### config.mk
export PLATFORM = sky130hd
export DESIGN_NAME = rv32i_decode_stage
export DESIGN_NICKNAME = d
export VERILOG_FILES = /design/src/rtl/rv32i_decode_stage.sv
export SDC_FILE = /design/constraint.sdc
export NUM_CORES = 1
export LEC_CHECK = 0
export CORE_MARGIN = 2
export CORE_UTILIZATION = 54
export CTS_CLUSTER_SIZE = 10
export DETAILED_ROUTE_END_ITERATION = 8
export GPL_TIMING_DRIVEN = 0
export PLACE_DENSITY = 0.85
export SYNTH_ARGS = -nofsm -noshare
export SYNTH_HDL_FRONTEND = slang
export SYNTH_SLANG_ARGS = --single-unit
### constraint.sdc
create_clock -name clk -period 5.1 [get_ports clk]
set_input_delay 0.51 -clock clk [delete_from_list [all_inputs] [get_ports clk]]
set_output_delay 0.51 -clock clk [all_outputs]
set_load 0.1 [all_outputs]
### src/rtl/rv32i_decode_stage.sv
// RV32I decode stage: decodes the instruction, reads operands, forms immediates and produces {funct7,funct3,opcode} plus both ALU operands.
// Latency: 1 cycle from the accepting edge to ex_valid; results sit in a main register backed by a one-entry skid register.
// Backpressure: if_ready is registered (= skid empty), so full throughput holds under ex_ready stalls. Define DECODE_WB_BYPASS_EN to forward wb_data into the operands.
module rv32i_decode_stage #(
    parameter int XLEN = 32
) (
    input  logic            clk,
    input  logic            rst_n,
    input  logic            flush,
    input  logic            if_valid,
    output logic            if_ready,
    input  logic [31:0]     if_instr,
    input  logic [XLEN-1:0] if_pc,
    output logic [4:0]      rs1_addr,
    output logic [4:0]      rs2_addr,
    input  logic [XLEN-1:0] rs1_data,
    input  logic [XLEN-1:0] rs2_data,
    input  logic            wb_en,
    input  logic [4:0]      wb_rd,
    input  logic [XLEN-1:0] wb_data,
    output logic            ex_valid,
    input  logic            ex_ready,
    output logic [16:0]     ex_full_op,
    output logic [XLEN-1:0] ex_value1,
    output logic [XLEN-1:0] ex_value2,
    output logic [XLEN-1:0] ex_rs1_val,
    output logic [XLEN-1:0] ex_rs2_val,
    output logic [4:0]      ex_rd,
    output logic            ex_rd_we,
    output logic [XLEN-1:0] ex_pc,
    output logic            ex_illegal
);

    localparam logic [6:0] OPC_OP     = 7'b0110011;
    localparam logic [6:0] OPC_OP_IMM = 7'b0010011;
    localparam logic [6:0] OPC_JAL    = 7'b1101111;
    localparam logic [6:0] OPC_JALR   = 7'b1100111;
    localparam logic [6:0] OPC_LUI    = 7'b0110111;
    localparam logic [6:0] OPC_AUIPC  = 7'b0010111;
    localparam logic [6:0] OPC_BRANCH = 7'b1100011;
    localparam logic [6:0] OPC_LOAD   = 7'b0000011;
    localparam logic [6:0] OPC_STORE  = 7'b0100011;
    localparam logic [6:0] F7_ZERO    = 7'b0000000;
    localparam logic [6:0] F7_ALT     = 7'b0100000;

    typedef struct packed {
        logic [16:0]     full_op;
        logic [XLEN-1:0] value1;
        logic [XLEN-1:0] value2;
        logic [XLEN-1:0] rs1_val;
        logic [XLEN-1:0] rs2_val;
        logic [4:0]      rd;
        logic            rd_we;
        logic [XLEN-1:0] pc;
        logic            illegal;
    } dec_t;

    // instruction fields
    logic [6:0] opcode;
    logic [2:0] funct3;
    logic [6:0] funct7;
    logic [4:0] rd;

    assign opcode   = if_instr[6:0];
    assign funct3   = if_instr[14:12];
    assign funct7   = if_instr[31:25];
    assign rd       = if_instr[11:7];
    assign rs1_addr = if_instr[19:15];
    assign rs2_addr = if_instr[24:20];

    // immediates (XLEN is fixed at 32)
    logic [XLEN-1:0] imm_i;
    logic [XLEN-1:0] imm_s;
    logic [XLEN-1:0] imm_b;
    logic [XLEN-1:0] imm_u;
    logic [XLEN-1:0] shamt;

    assign imm_i = {{20{if_instr[31]}}, if_instr[31:20]};
    assign imm_s = {{20{if_instr[31]}}, if_instr[31:25], if_instr[11:7]};
    assign imm_b = {{20{if_instr[31]}}, if_instr[7], if_instr[30:25], if_instr[11:8], 1'b0};
    assign imm_u = {if_instr[31:12], 12'b0};
    assign shamt = {{(XLEN-5){1'b0}}, if_instr[24:20]};

    // register operands: x0 always reads zero
    logic [XLEN-1:0] rs1_v;
    logic [XLEN-1:0] rs2_v;

`ifdef DECODE_WB_BYPASS_EN
    // forward the write-back value when it targets a source register this cycle
    always_comb begin
        rs1_v = rs1_data;
        rs2_v = rs2_data;
        if (wb_en && (wb_rd == rs1_addr)) rs1_v = wb_data;
        if (wb_en && (wb_rd == rs2_addr)) rs2_v = wb_data;
        if (rs1_addr == 5'd0) rs1_v = '0;
        if (rs2_addr == 5'd0) rs2_v = '0;
    end
`else
    // register file is write-first, so the write-back snoop is not needed
    logic wb_unused;
    assign wb_unused = ^{wb_en, wb_rd, wb_data};
    assign rs1_v = (rs1_addr == 5'd0) ? '0 : rs1_data;
    assign rs2_v = (rs2_addr == 5'd0) ? '0 : rs2_data;
`endif

    dec_t dec;

    // decode the offered instruction into an execute-stage payload
    always_comb begin
        logic       legal;
        logic       we;
        logic [6:0] f7_out;
        logic [2:0] f3_out;
        logic [XLEN-1:0] v1;
        logic [XLEN-1:0] v2;

        legal  = 1'b1;
        we     = 1'b0;
        f7_out = 7'b0;
        f3_out = funct3;
        v1     = '0;
        v2     = '0;

        case (opcode)
            OPC_OP: begin
                legal  = (funct7 == F7_ZERO) ||
                         ((funct7 == F7_ALT) && ((funct3 == 3'b000) || (funct3 == 3'b101)));
                f7_out = funct7;
                v1     = rs1_v;
                v2     = rs2_v;
                we     = 1'b1;
            end
            OPC_OP_IMM: begin
                v1 = rs1_v;
                v2 = imm_i;
                we = 1'b1;
                // shifts carry funct7 in the op word, so the operand is just the shift amount
                if (funct3 == 3'b001) begin
                    legal  = (funct7 == F7_ZERO);
                    f7_out = funct7;
                    v2     = shamt;
                end else if (funct3 == 3'b101) begin
                    legal  = (funct7 == F7_ZERO) || (funct7 == F7_ALT);
                    f7_out = funct7;
                    v2     = shamt;
                end
            end
            OPC_JAL: begin
                f3_out = 3'b000;
                v1     = if_pc;
                v2     = XLEN'(4);
                we     = 1'b1;
            end
            OPC_JALR: begin
                v1 = if_pc;
                v2 = XLEN'(4);
                we = 1'b1;
            end
            OPC_LUI: begin
                f3_out = 3'b000;
                v2     = imm_u;
                we     = 1'b1;
            end
            OPC_AUIPC: begin
                f3_out = 3'b000;
                v1     = if_pc;
                v2     = imm_u;
                we     = 1'b1;
            end
            OPC_BRANCH: begin
                v1 = if_pc;
                v2 = imm_b;
            end
            OPC_LOAD: begin
                v1 = rs1_v;
                v2 = imm_i;
                we = 1'b1;
            end
            OPC_STORE: begin
                v1 = rs1_v;
                v2 = imm_s;
            end
            default: legal = 1'b0;
        endcase

        if (if_instr[1:0] != 2'b11) legal = 1'b0;

        dec.pc = if_pc;
        dec.rd = rd;
        if (legal) begin
            dec.full_op = {f7_out, f3_out, opcode};
            dec.value1  = v1;
            dec.value2  = v2;
            dec.rs1_val = rs1_v;
            dec.rs2_val = rs2_v;
            dec.rd_we   = we && (rd != 5'd0);
            dec.illegal = 1'b0;
        end else begin
            dec.full_op = {funct7, funct3, opcode};
            dec.value1  = '0;
            dec.value2  = '0;
            dec.rs1_val = '0;
            dec.rs2_val = '0;
            dec.rd_we   = 1'b0;
            dec.illegal = 1'b1;
        end
    end

    // pipeline state
    dec_t main_q, main_d;
    dec_t skid_q, skid_d;
    logic main_vld_q, main_vld_d;
    logic skid_vld_q, skid_vld_d;
    logic if_ready_q, if_ready_d;
    logic accept;
    logic drain;

    assign accept = if_valid && if_ready_q;
    assign drain  = main_vld_q && ex_ready;

    // main/skid next state: flush wins, skid refills main, stalled main diverts input to skid
    always_comb begin
        main_d     = main_q;
        skid_d     = skid_q;
        main_vld_d = main_vld_q;
        skid_vld_d = skid_vld_q;

        if (flush) begin
            main_vld_d = 1'b0;
            skid_vld_d = 1'b0;
        end else if (skid_vld_q) begin
            // if_ready is low while skid is occupied, so nothing is accepted here
            if (drain) begin
                main_d     = skid_q;
                skid_vld_d = 1'b0;
            end
        end else if (main_vld_q && !ex_ready) begin
            if (accept) begin
                skid_d     = dec;
                skid_vld_d = 1'b1;
            end
        end else begin
            // main empty or draining this edge: new op goes straight in, no bubble
            main_vld_d = accept;
            if (accept) main_d = dec;
        end

        if_ready_d = !skid_vld_d;
    end

    // state registers with synchronous active-low reset
    always_ff @(posedge clk) begin
        if (!rst_n) begin
            main_q     <= '0;
            skid_q     <= '0;
            main_vld_q <= 1'b0;
            skid_vld_q <= 1'b0;
            if_ready_q <= 1'b0;
        end else begin
            main_q     <= main_d;
            skid_q     <= skid_d;
            main_vld_q <= main_vld_d;
            skid_vld_q <= skid_vld_d;
            if_ready_q <= if_ready_d;
        end
    end

    assign if_ready   = if_ready_q;
    assign ex_valid   = main_vld_q;
    assign ex_full_op = main_q.full_op;
    assign ex_value1  = main_q.value1;
    assign ex_value2  = main_q.value2;
    assign ex_rs1_val = main_q.rs1_val;
    assign ex_rs2_val = main_q.rs2_val;
    assign ex_rd      = main_q.rd;
    assign ex_rd_we   = main_q.rd_we;
    assign ex_pc      = main_q.pc;
    assign ex_illegal = main_q.illegal;

endmodule
Yosys cells after proc, flatten, opt, wreduce, memory -nomap -nowiden
Index checks and enable logic that the tools add are counted.
{ "totals": {"reg_bits": 371, "input_bits": 171, "out_inout_bits": 196, "word_cells": 94} }
{ "classes": {"eq_ne": 15, "muxes": 27, "bitwise": 4, "reduce_logical": 27} }
{ "ops": {"columns": ["op", "count"], "rows": [
  ["184-bit 2-to-1 mux", 4],
  ["32-bit one-hot mux with 7 select lines", 1],
  ["145-bit 2-to-1 mux", 1],
  ["32-bit 2-to-1 mux", 4],
  ["32-bit one-hot mux with 2 select lines", 1],
  ["7-bit by 6-bit == test with 1-bit output, second input constant", 4],
  ["7-bit == test, second input constant", 3],
  ["7-bit by 5-bit == test with 1-bit output, second input constant", 2],
  ["7-bit 2-to-1 mux", 2],
  ["7-bit one-hot mux with 2 select lines", 1],
  ["7-bit OR reduction", 2],
  ["1-bit 2-to-1 mux", 11],
  ["5-bit zero test", 2],
  ["4-bit AND reduction", 2],
  ["4-bit OR reduction", 2],
  ["7-bit by 2-bit == test with 1-bit output, second input constant", 1],
  ["7-bit zero test", 1],
  ["2-bit OR reduction", 3],
  ["1-bit logical AND", 5],
  ["5-bit nonzero test", 1],
  ["2-bit != test, second input constant", 2],
  ["1-bit inverter", 4],
  ["3-bit by 1-bit == test with 1-bit output, second input constant", 1],
  ["3-bit == test, second input constant", 1],
  ["9 further kinds", 12]
]} }

Depth between registers and ports, before layout
{ "depth": {"ltp_word": 10, "mapped_depth": 9, "ltp_nobuf": 6} }

Least setup slack after synthesis
Ideal clock, no wire load.
{ "synth_timing": {"kind": "register to register", "start": "register main_vld_q (netlist: ex_valid)", "end": "register skid_q[100] (netlist name)", "setup_time_ns": 0.059, "arrival_ns": 3.002, "required_ns": 5.041, "path_slack_ns": 2.039, "stages_incl_launch_ff": 8, "path_buffers": 1, "period_less_slack_ns": 3.061, "cell_sequence": "dfxtp_1 -> nand3_1 -> nor4_1 -> nand2_1 -> a31o_2 -> nor2_2 -> buf_2 -> a22o_1"} }
{ "synth_via": {"elab_chain_len": 2} }
{ "synth_rtl": {"columns": ["item", "line", "source"], "rows": [
  ["from (decl)", "212", "logic main_vld_q, main_vld_d;"],
  ["from (signal assigned)", "262", "main_vld_q <= main_vld_d;"],
  ["1-bit logical AND", "237", "end else if (main_vld_q && !ex_ready) begin"],
  ["4-bit AND reduction (no source line)", null, null],
  ["to (signal assigned)", "261", "skid_q <= skid_d;"],
  ["to (decl)", "211", "dec_t skid_q, skid_d;"]
]} }
No other way between the ends.
A chain may end at the register's enable or synchronous reset.

Final worst setup path
{ "layout_timing": {"start": "register skid_vld_q", "end": "register main_q (netlist bit ex_full_op[9])"} }
{ "layout_via": {"elab_chain_len": 2, "word_cells_on_any_way": 5, "classes_between": "eq/ne: 2; mux: 1; reduce/logical: 2"} }
{ "layout_rtl": {"columns": ["item", "line", "source"], "rows": [
  ["from (decl)", "213", "logic skid_vld_q, skid_vld_d;"],
  ["from (signal assigned)", "263", "skid_vld_q <= skid_vld_d;"],
  ["2-bit by 1-bit != test with 1-bit output (no source line) (tied with other cells)", null, null],
  ["4-bit AND reduction (no source line)", null, null],
  ["to (signal assigned)", "260", "main_q <= main_d;"],
  ["to (decl)", "210", "dec_t main_q, main_d;"]
]} }
Parallel ways exist; a longest one is shown, timed or not.

==> run summary <==
The flow ran to the end, and the final reports show no timing, DRC or antenna violations. The top cell types in the final layout, fill and taps aside, are sky130_fd_sc_hd__dfxtp_1 (371), sky130_fd_sc_hd__clkdlybuf4s50_1 (325), sky130_fd_sc_hd__a21oi_1 (202), sky130_fd_sc_hd__nand2_1 (184), sky130_fd_sc_hd__o21ai_0 (176). Prevailing post-synth register cell: sky130_fd_sc_hd__dfxtp_1. The shortest period the worst path allows was 3.92 ns; the fraction of layout instances using a drive strength above 1 was 4.25%. The initial cell density of the core came out at 54.8%. The power per unit of standard cell area works out to 350 nW/um^2. After legalization and detailed placement, the total HPWL measured 39900 um.

The global placer's final weighted congestion is 0.954. Post-CTS timing repair inserted 0 buffers for setup. After detailed routing, the total wire length is 56400 um.

The type of the worst min-delay path was input pin to flop. Averaged over all synthesized cells, the footprint is 9.11 um^2. From bottom edge to top edge, the die measures 172 um. After detailed routing, the number of remaining DRC violations is 0. Max-cap violations in this run came to 0. The number of clock buffers inserted by TritonCTS is 43.

Counting flops with a built-in enable in the synthesized netlist gives 0. The number of pins exceeding their max-slew limit in the final report was 0; the post-route met1 wirelength was 21700 um. Dividing the detail-routed via count by the number of cells gives 6.40. The post-placement setup slack is 1.08 ns. The biggest area contributor in the post-synthesis netlist is sky130_fd_sc_hd__dfxtp_1. The final cell utilization of the core is 72.5%, and the period utilization is 76.9%.

The worst-margin pin slew was 1.36 ns. The worst supply voltage drop on vdd is 0.000219 V. Boundary pin count: 367. In this run the worst path has a maximum fanout of 10. The run gives 371 as the clock sink total. Hold repair after CTS inserted 0 buffers.

The horizontal die dimension works out to 172 um. The clock skew was 0.0175 ns; the global routing usage summed across all routing layers was 36.4%. The analysis attributes to cell leakage a power of 7.60 nW.

For the hold violation count in the final report, the log shows 0. The flip-flop and latch count after synthesis is 371. The run gives 4.35 ns as the critical path data arrival time. Derived from the worst setup path, the maximum achievable clock frequency is 255 MHz.

The clock reaches the later pin of the worst-skew pair after 0.54 ns. Entering global routing, the biggest net connects 11 pins. Of the post-synthesis cell area, the dominant cell type holds 48.8%.

The clock root buffer is sky130_fd_sc_hd__clkbuf_16. The headroom to the max-slew limit was 9.24%. The H-tree was split into 2 levels.

Compared with the post-synthesis result, the final layout area differs by 32.4%. The number of vias in the routed layout came out at 15500. The final layout net count was 2212; the number of antenna violations at the first check in global routing was 2. The number of synthesis warnings was 0. The worst setup path is captured at a flop. The routed design uses 25800 um of met2 wire. The worst setup path is launched from a flop. In the final routed layout, each cell accounts on average for 23.2 um. The post-synthesis instance area is 15200 um^2, and the clock tree buffer depth is 3. Setup repair after global routing left no endpoint under its margin. The tools report the endpoint required time on the critical path as 5.52 ns. The run gives 19000 um^2 as the standard cell area after detailed placement. Post-CTS repair changed the size of 0 cells. TritonCTS built the clock tree.

The sum of met3 wire segment lengths after detailed routing was 6570 um; the initial DRC count was 1905. The number of nets in the synthesized netlist is 1841. The first global-routing pass estimated 83200 um of wire. Setup slack on the critical path of the routed design comes to 1.18 ns. The run gives 14900 as the via count of the first global-routing pass. The number of instances in the synthesized netlist is 1670.

The floorplan step defined a core boundary enclosing 27800 um^2. The count of nets left with antenna violations once routing finished came out at 0. The layout has 2069 filler cells.

Most frequent standard cell in the layout excluding fill and tap cells: sky130_fd_sc_hd__dfxtp_1. Ranked by total cell area, the synthesized netlist is headed by sky130_fd_sc_hd__dfxtp_1 (49%), sky130_fd_sc_hd__a21oi_1 (6.6%), sky130_fd_sc_hd__a22o_1 (6.3%). After synthesis, the netlist uses 51 different library cells.

For the area taken by flip-flops and latches, the log shows 7430 um^2. On the final layout, the worst hold slack is 0.329 ns. The tools report the sequential element share of the synthesized area as 48.8%.

The remaining global-route overflow came out at 0. For the iteration count of the initial detailed-routing pass, the log shows 6. Uppermost layer routed: met4. The floorplan step defined a die boundary enclosing 29500 um^2. The total of endpoints with negative setup slack in the final report was 0.

The clock-pin slew on the worst setup and hold paths is 0.06 ns, and the total negative setup slack is 0 ns. The critical path is of the flop to flop type. The summed area of non-filler cells in the final layout was 20100 um^2.

The fraction of registers with async set/reset was 0%. After floorplanning, the core was divided into 61 placement rows. Port buffering added 325 buffers. The multi-input combinational cells in the finished layout cover a total of 7030 um^2.
## metal layers
| metal | up-vias | GRT usage [%] |
|---|---|---|
| met5 | - | 0 |
| met4 | 0 | 16.6 |
| met3 | 172 | 8.33 |
| met2 | 1086 | 58.8 |
| met1 | 7468 | 46.6 |
| li1 | 6816 | - |
## flip-flops by register name (all words and copies together), names as in the netlist, 5 cells and up
name	flops
skid_q	184
ex_pc	32
ex_rs1_val	32
ex_rs2_val	32
ex_value1	32
ex_value2	32
ex_full_op	17
ex_rd	5
## synthesized netlist by cell type, types with 8 or more instances
cell type / number
sky130_fd_sc_hd__nor2_1: 47
sky130_fd_sc_hd__nand3b_1: 65
sky130_fd_sc_hd__clkbuf_1: 137
sky130_fd_sc_hd__buf_2: 15
sky130_fd_sc_hd__a221oi_1: 33
sky130_fd_sc_hd__nand2b_1: 35
sky130_fd_sc_hd__a22o_1: 109
sky130_fd_sc_hd__a211oi_1: 9
sky130_fd_sc_hd__a21oi_1: 202
sky130_fd_sc_hd__a22oi_1: 30
sky130_fd_sc_hd__o211a_1: 48
sky130_fd_sc_hd__buf_4: 15
sky130_fd_sc_hd__a221o_1: 21
sky130_fd_sc_hd__a21boi_0: 45
sky130_fd_sc_hd__dfxtp_1: 371
sky130_fd_sc_hd__o21ai_0: 176
sky130_fd_sc_hd__nand2_1: 184
sky130_fd_sc_hd__and2_1: 8
sky130_fd_sc_hd__mux2i_1: 51
## path summary, 6_finish.rpt
kind,slack (ns),to,cells past startpoint,startpoint
max,1.18,ex_full_op[9]$_SDFFE_PN0P_,7,skid_vld_q$_SDFF_PN0_
min,0.33,skid_q[170]$_SDFFE_PN0P_,3,if_instr[3]
max reg2reg,1.18,ex_full_op[9]$_SDFFE_PN0P_,7,skid_vld_q$_SDFF_PN0_
min reg2reg,0.46,skid_q[160]$_SDFFE_PN0P_,2,skid_q[160]$_SDFFE_PN0P_
## cells by family (layout without fill, tap and decap cells)
group,after synthesis,in the layout,share of synthesized area (%)
compound gates,691,691,30.4
simple gates,378,378,12.4
flops,371,371,48.8
buf+inv,178,554,5.03
mux,51,51,3.35
xor+xnor,1,1,0.0576
other cells,0,3,0
## per-stage QoR
step           std cells  power [mW]
2_1_floorplan       1670        3.88
3_3_place_gp        2373        4.30
4_1_cts             2424        7.00
5_1_grt             2425        7.18
6_report            2427        7.04
3_5_place_dp        2374        4.31
## critical path: stages, from the launching register on
cell                       delay (ns)
sky130_fd_sc_hd__dfxtp_1         0.36
sky130_fd_sc_hd__clkbuf_1        0.54
sky130_fd_sc_hd__nand2_1         0.16
sky130_fd_sc_hd__a221oi_1        1.13
sky130_fd_sc_hd__clkbuf_1        0.76
sky130_fd_sc_hd__clkbuf_1        0.45
sky130_fd_sc_hd__o211ai_1        0.21
sky130_fd_sc_hd__o211a_1         0.19
## where the power goes
group,switching (mW),total (mW),leakage [nW],internal [mW]
logic,0.918,1.24,4.01,0.326
clock network,1.15,2.77,0.579,1.62
registers,0.0519,3.03,3.01,2.98
total,2.12,7.04,7.60,4.92
## cell type report
cell class / instances / area share (%)
multi-input cells: 1121 / 34.9
clock inverters: 1 / 0.149
plain buffers: 175 / 3.74
flip-flops and latches: 371 / 36.9
well taps: 378 / 2.35
clock buffers: 49 / 5.71
diodes: 3 / 0.0373
repair buffers: 326 / 16.2
inverters: 3 / 0.0559
(Power assumes the default switching activity.)
